`src/rtl/commit_trace_fifo.sv`:
```
// commit_trace_fifo: captures qualifying CPU writeback events as
// {register index, data, capture cycle} records and presents them in strict
// FIFO order on a valid/ready trace port. The oldest entry is held in a
// dedicated head register, so the trace outputs come from flops and an entry
// becomes visible one cycle after it is pushed. The port named rst is an
// asynchronous, active-low reset.
module commit_trace_fifo #(
    parameter int DEPTH = 8  // entry count; power of two, >= 2
) (
    input  logic                       clk,
    input  logic                       rst,
    input  logic                       wb_wreg,
    input  logic [4:0]                 wb_wd,
    input  logic [31:0]                wb_wdata,
    input  logic                       clear,
    output logic                       trace_valid,
    input  logic                       trace_ready,
    output logic [4:0]                 trace_wd,
    output logic [31:0]                trace_wdata,
    output logic [31:0]                trace_cycle,
    output logic [$clog2(DEPTH):0]     level,
    output logic                       overflow,
    output logic [31:0]                commit_count
);

    localparam int PW = $clog2(DEPTH);
    localparam int LW = PW + 1;
    localparam logic [LW-1:0] FULL_LEVEL = LW'(DEPTH);

    typedef struct packed {
        logic [4:0]  wd;
        logic [31:0] wdata;
        logic [31:0] cycle;
    } entry_t;

    entry_t          mem [DEPTH];
    entry_t          head;
    entry_t          push_entry;
    logic [PW-1:0]   wr_ptr;
    logic [PW-1:0]   rd_ptr;
    logic [PW-1:0]   rd_ptr_nxt;
    logic [31:0]     cyc;
    logic            qualify;
    logic            full;
    logic            pop;
    logic            push_ok;

    // Decode this cycle's push/pop decisions and the record to be captured.
    // NOTE: every always_comb output gets a default first so no latch can be inferred.
    always_comb begin
        qualify    = 1'b0;
        full       = 1'b0;
        pop        = 1'b0;
        push_ok    = 1'b0;
        rd_ptr_nxt = rd_ptr + PW'(1);
        push_entry = '{wd: wb_wd, wdata: wb_wdata, cycle: cyc + 32'd1};

        qualify = wb_wreg && (wb_wd != 5'd0);
        full    = (level == FULL_LEVEL);
        // An empty FIFO has nothing to pop, so trace_ready is ignored then.
        pop     = (level != '0) && trace_ready;
        // A full FIFO still accepts a push when the head leaves at the same edge.
        push_ok = qualify && (!full || pop);
    end

    // Free-running cycle counter; only reset affects it, never clear.
    // NOTE: sequential state always uses non-blocking assignments so every flop
    // samples the pre-edge values of its neighbours.
    always_ff @(posedge clk or negedge rst) begin
        if (!rst) begin
            cyc <= 32'd0;
        end else begin
            cyc <= cyc + 32'd1;
        end
    end

    // Entry storage write port; a dropped or flushed push leaves storage untouched.
    // NOTE: the storage array is deliberately not reset -- validity is tracked by
    // level and the pointers, and the visible head lives in a separately reset register.
    always_ff @(posedge clk) begin
        if (!clear && push_ok) begin
            mem[wr_ptr] <= push_entry;
        end
    end

    // Pointer, occupancy, status and head-register update.
    always_ff @(posedge clk or negedge rst) begin
        if (!rst) begin
            wr_ptr       <= '0;
            rd_ptr       <= '0;
            level        <= '0;
            overflow     <= 1'b0;
            commit_count <= 32'd0;
            head         <= '0;
        end else if (clear) begin
            // Flush: drop queued entries and this cycle's push/pop; head
            // contents are stale but harmless because trace_valid falls.
            wr_ptr       <= '0;
            rd_ptr       <= '0;
            level        <= '0;
            overflow     <= 1'b0;
            commit_count <= 32'd0;
        end else begin
            if (qualify) begin
                commit_count <= commit_count + 32'd1;
            end
            if (qualify && !push_ok) begin
                overflow <= 1'b1;
            end
            if (push_ok) begin
                wr_ptr <= wr_ptr + PW'(1);
            end
            if (pop) begin
                rd_ptr <= rd_ptr_nxt;
            end

            case ({push_ok, pop})
                2'b10:   level <= level + LW'(1);
                2'b01:   level <= level - LW'(1);
                default: level <= level;
            endcase

            // The head register always mirrors the oldest valid entry.
            if (pop) begin
                if (level > LW'(1)) begin
                    head <= mem[rd_ptr_nxt];
                end else if (push_ok) begin
                    head <= push_entry;
                end
            end else if ((level == '0) && push_ok) begin
                head <= push_entry;
            end
        end
    end

    // Trace port driven straight from the head register and occupancy.
    always_comb begin
        trace_valid = (level != '0);
        trace_wd    = head.wd;
        trace_wdata = head.wdata;
        trace_cycle = head.cycle;
    end

endmodule

```
`config.mk`:
```
export PLATFORM = sky130hd
export DESIGN_NAME = commit_trace_fifo
export DESIGN_NICKNAME = d
export VERILOG_FILES = /design/src/rtl/commit_trace_fifo.sv
export SDC_FILE = /design/constraint.sdc
export NUM_CORES = 1
export LEC_CHECK = 0
export ABC_AREA = 1
export CAP_MARGIN = 5
export CORE_MARGIN = 1.5
export CORE_UTILIZATION = 50
export CTS_CLUSTER_DIAMETER = 80
export DETAILED_ROUTE_END_ITERATION = 6
export PLACE_DENSITY = 0.72
export SLEW_MARGIN = 40
export SYNTH_ARGS = -nofsm -noshare
export SYNTH_HDL_FRONTEND = slang
export SYNTH_SLANG_ARGS = --single-unit
```
`constraint.sdc`:
```
create_clock -name clk -period 8.85 [get_ports clk]
set_input_delay 1.77 -clock clk [delete_from_list [all_inputs] [get_ports clk]]
set_output_delay 1.77 -clock clk [all_outputs]
set_load 0.01 [all_outputs]
```
Yosys cells after proc, flatten, opt, wreduce, memory -nomap -nowiden
Memories as Yosys holds them, arrays and structs flattened.
Index checks and enable logic that the tools add are counted.
Word-level totals
  output and inout bits: 107
  bits in read-only memories: 0
  bits in writable memories: 552
  bits in latches: 0
  memories: 1
  logic and storage cells: 58
  register bits: 144
  input bits: 42
Memories
  mem: depth 8, width 69, read ports 1, clocked after Yosys merged registers in 0, wr ports 1, line 36  | entry_t mem [DEPTH];
Operators by class
  $lt $le $gt $ge: 1
  reductions and logical operators: 20
  add/subtract/negate cells: 6
  shift-type cells: 0
  equality and inequality tests: 4
  bitwise operators: 1
  mux-type cells: 16
  div/mod/pow operators: 0
  multiply operators: 0
Operators with widths (number)
  69-bit two-way mux: 4
  32-bit by 1-bit adder with 32-bit output, second input constant: 2
  32-bit two-way mux: 2
  3-bit two-way mux: 4
  2-bit nonzero test: 5
  4-bit case mux with 2 select lines: 1
  3-bit by 1-bit adder with 3-bit output, second input constant: 2
  1-bit logical AND: 6
  5-bit nonzero test: 1
  4-bit by 1-bit adder with 4-bit output, second input constant: 1
  4-bit equality test, second input constant: 1
  4-bit by 1-bit greater-than comparator with 1-bit output, second input constant: 1
  4-bit zero test: 1
  1-bit two-way mux: 4
  4-bit two-way mux: 1
  4-bit nonzero test: 1
  4-bit by 1-bit subtractor with 4-bit output, second input constant: 1
  1-bit zero test: 3
  3-bit by 1-bit != test with 1-bit output, second input constant: 1
  3-bit AND reduction: 1
  3-bit nonzero test: 1
  2-bit by 1-bit equality test with 1-bit output, second input constant: 1
  2-bit equality test, second input constant: 1
  1-bit logical OR: 1
  1-bit inverter: 1

Depth between registers and ports, before layout
  word-level depth: 8
  gate-level depth with buffers: 12
  mapped depth without buffers: 12

Least setup slack after synthesis
No wires, ideal clock.
  path type: in2reg
  from: input port wb_wd[1]
  to: memory mem[0][0] (netlist bit), enable pin
  buffers on the path: 0
  setup time: 0.497 ns
  stages on the path: 6
  setup slack: 3.195 ns
  data required time: 8.353 ns
  data arrival time: 5.159 ns
  cells stage by stage: nor2_1 -> nand3_1 -> nand3_2 -> nor2_1 -> nand2_1 -> nor2_1
Between the ends
  cells in the longest elaborated chain, start to end: 6
RTL lines
  from (decl): line 13  | input logic [4:0] wb_wd,
  5-bit nonzero test: line 58  | qualify = wb_wreg && (wb_wd != 5'd0);
  1-bit logical AND: line 58
  1-bit logical AND: line 63  | push_ok = qualify && (!full || pop);
  1-bit logical AND: line 81  | if (!clear && push_ok) begin
  1-bit two-way mux: line 81
  1-bit two-way mux (implied by the code): line 82  | mem[wr_ptr] <= push_entry;
  to (decl): line 36
No other way between the ends.

Final worst setup path
  from: input port wb_wd[4]
  to: memory mem[0][66] (netlist bit), enable pin
The elaborated chain is that of the path after synthesis.

==> results.cfg <==
[routing]
routed_wl_mm = 72.11
drtIter0Drc = 2024
drt-wirelength-per-cell_um = 19.22
vias_per_cell = 5.557
ant_nets = 0
drc = 0
first_pass_iters = 7
via_count = 20850

[finish]
drive_above_1_share_pct = 5.591
mostFrequentLayoutCells = 894 x nand2_1, 552 x edfxtp_1, 418 x nand3_1
antenna_cells = 0
syn_to_final_growth_pct = 15.28
fin_nets = 2984
fin_cells = 3752
fillers = 4610
final_common_cell = nand2_1
fin_area_mm2 = 0.03384

[placement]
numPortBuffers = 148
dp_slack_ns = 3.386
post_dp_cell_area_mm2 = 0.03148
placedCellCount = 3626
dpl.hpwl_mm = 40.35
gp_congestion = 0.9457

[min_path]
hold_depth = 2
hold_path_end = trace_wd[2]
hold_start = trace_wd[2]
hold_path.class = reg -> reg

[timing]
tns_ns = 0
hold_viol_final = 0
fin_skew_ns = 0.01472
min_period_ns = 4.811
layout_setup_ws_ns = 4.039
finalSetupViolCount = 0
rsz0062_at_grt = false
slew_headroom_pct = 43.91
fin_crit_sh_pct = 54.36
holdWs_ns = 0.4779
tightest_slew_ns = 0.8413
fmax_mhz = 207.9
slew_violations = 0

[clocking]
cts_setup_buffers = 0
path_clk_slew_ns = 0.06
root_buffer = clkbuf_16
h-tree-depth = 3
cts_tree = built
clock_latency_ns = 0.60
ctsResizeCount = 0
cts_buffer_depth = 3
clock_sinks = 696
numCtsBuffers = 69
hold_buffers = 0

[critical_path]
reg2reg_slack_ns = 5.37
crit_chain = clkdlybuf4s50_1, inv_1, nand3_1, nand3_2, nor2_1, nand2_1, nor2_4, buf_4
worstPathRequired_ns = 9.08
critical_path_class = in -> reg
worst_path_largest_cell_delay_ns = 0.76
cp_data_arrival_time_ns = 5.04
critPathMaxFanout = 46
cp_slowest_cell = buf_4
critPathCaptureType = flop
r2r_start = level[0]
r2r_end = mem[0][66]
start_kind = input pin
crit_buf_inv = 3
critical-path-top-delay-family = simple AND/OR/NAND/NOR gates
rr_worst_depth = 8

[global_route]
grt_max_degree = 180
grt_use_total_pct = 24.10
overflow = 0
antenna_found_initial = 0
grt_pass1_vias = 20290
grt_pass1_wl_mm = 112.9

[synthesis]
synthCells = 2828
synth_cell_types = 35
synth_top_area_share_pct = 56.48
synth-seq-cells = 696
yosysWarningCount = 0
synth_area_leaders = edfxtp_1 56%, dfrtp_1 12%, nand2_1 11%
ys_seq_area_share_pct = 68.75
synth_top_area_cell = edfxtp_1
syn_area_per_cell_um2 = 10.38
synth_nets = 2878
synth_area_mm2 = 0.02935

[floorplanning]
fp.dieArea_mm2 = 0.06016
rows = 88
die_height_um = 245.3
start_util_pct = 50.77
ioPinCount = 149
core_area_mm2 = 0.05781
die_w_um = 245.3

[job]
cap_violations = 0

[pwr]
p_per_area_mw_per_mm2 = 297.1
ir_drop_uv = 497.0
p_leak_nw = 13.02

[status]
status = finished clean
## cell families (layout without fill, tap and decap cells)
family / Yosys count / after routing / share of synthesized area (%)
adders and majority gates: 8 / 8 / 0.3410
xor gates and xnor gates: 13 / 13 / 0.4135
and+or+nand+nor: 1709 / 1709 / 23.99
buffers and inverters: 227 / 386 / 3.474
AOI/OAI and AO/OA: 175 / 175 / 3.031
DFF: 696 / 696 / 68.75
## tightest hold or removal path, stage by stage, from the launching register on
cell and delay, ns:
dfrtp_1 0.34, nand2_1 0.05, nand2_1 0.05
## power breakdown
part	internal [mW]	switching (mW)
logic	1.07	2.11
clock network	1.75	1.22
registers	3.73	0.176
## flip-flops by register name, indices dropped and copies added (netlist names), 3 cells and up
signal,flops
mem,552
commit_count,32
cyc,32
trace_cycle,32
trace_wdata,32
trace_wd,5
level,4
rd_ptr,3
wr_ptr,3
## how the worst max path moves through the flow
stage	start	end	slack, ns	cells after the start
6_report	wb_wd[4]	mem[0][66]	4.04	8
5_1_grt	wb_wd[4]	mem[0][66]	3.86	8
4_1_cts	wb_wd[2]	mem[1][22]	4.02	8
3_5_place_dp	wb_wd[2]	mem[1][22]	3.39	8
3_3_place_gp	wb_wd[2]	mem[2][22]	3.38	8
2_1_floorplan	wb_wd[1]	mem[0][0]	3.19	6
## per-layer routing
metal	wire length [um]	global-route usage [%]	vias up
met5	0	0	-
met4	1811	8.678	0
met3	5237	3.521	142
met2	35320	39.94	816
met1	29730	32.45	10140
li1	-	-	9756
## synth_stat cells
library cell  number
buf_6              6
nand2_1          894
inv_1             80
or2_4              1
xnor2_2            1
buf_2             68
and3_1             1
clkbuf_1          39
buf_4             10
o21bai_1           3
nor2_2             1
or2_2              4
nand3_1          418
nand2_2            2
nand4_1            7
xnor2_1            4
ha_1               8
edfxtp_1         552
nor3b_1            2
xor2_1             8
o21ai_1            3
dfrtp_1          144
nor3_1             2
o21ai_0          154
nor2_1           368
buf_1             18
o21a_1             1
and2_1             2
inv_2              6
nand3b_1           1
nor2_4             1
nand4_2            1
a21oi_1           13
nand3_2            4
o21ai_2            1
## final cells by class
class,instances,area (um^2),share of cell area [%]
Timing Repair Buffer,176,1787,5.280
Inverter,86,344.1,1.017
Clock inverter,36,381.6,1.128
Tap cell,765,957.2,2.829
Clock buffer,88,1891,5.587
Sequential cell,696,20180,59.65
Multi-Input combinational cell,1905,8293,24.51
## per-stage QoR
| stage | utilization, % | power (mW) |
|---|---|---|
| floorplan | - | 6.048 |
| global placement | 54.32 | 7.036 |
| detailed placement | 54.47 | 7.122 |
| CTS | 58.40 | 10.09 |
| global route | 58.53 | 10.58 |
| finish | 58.53 | 10.05 |
Power figures use the tool's default switching activity.
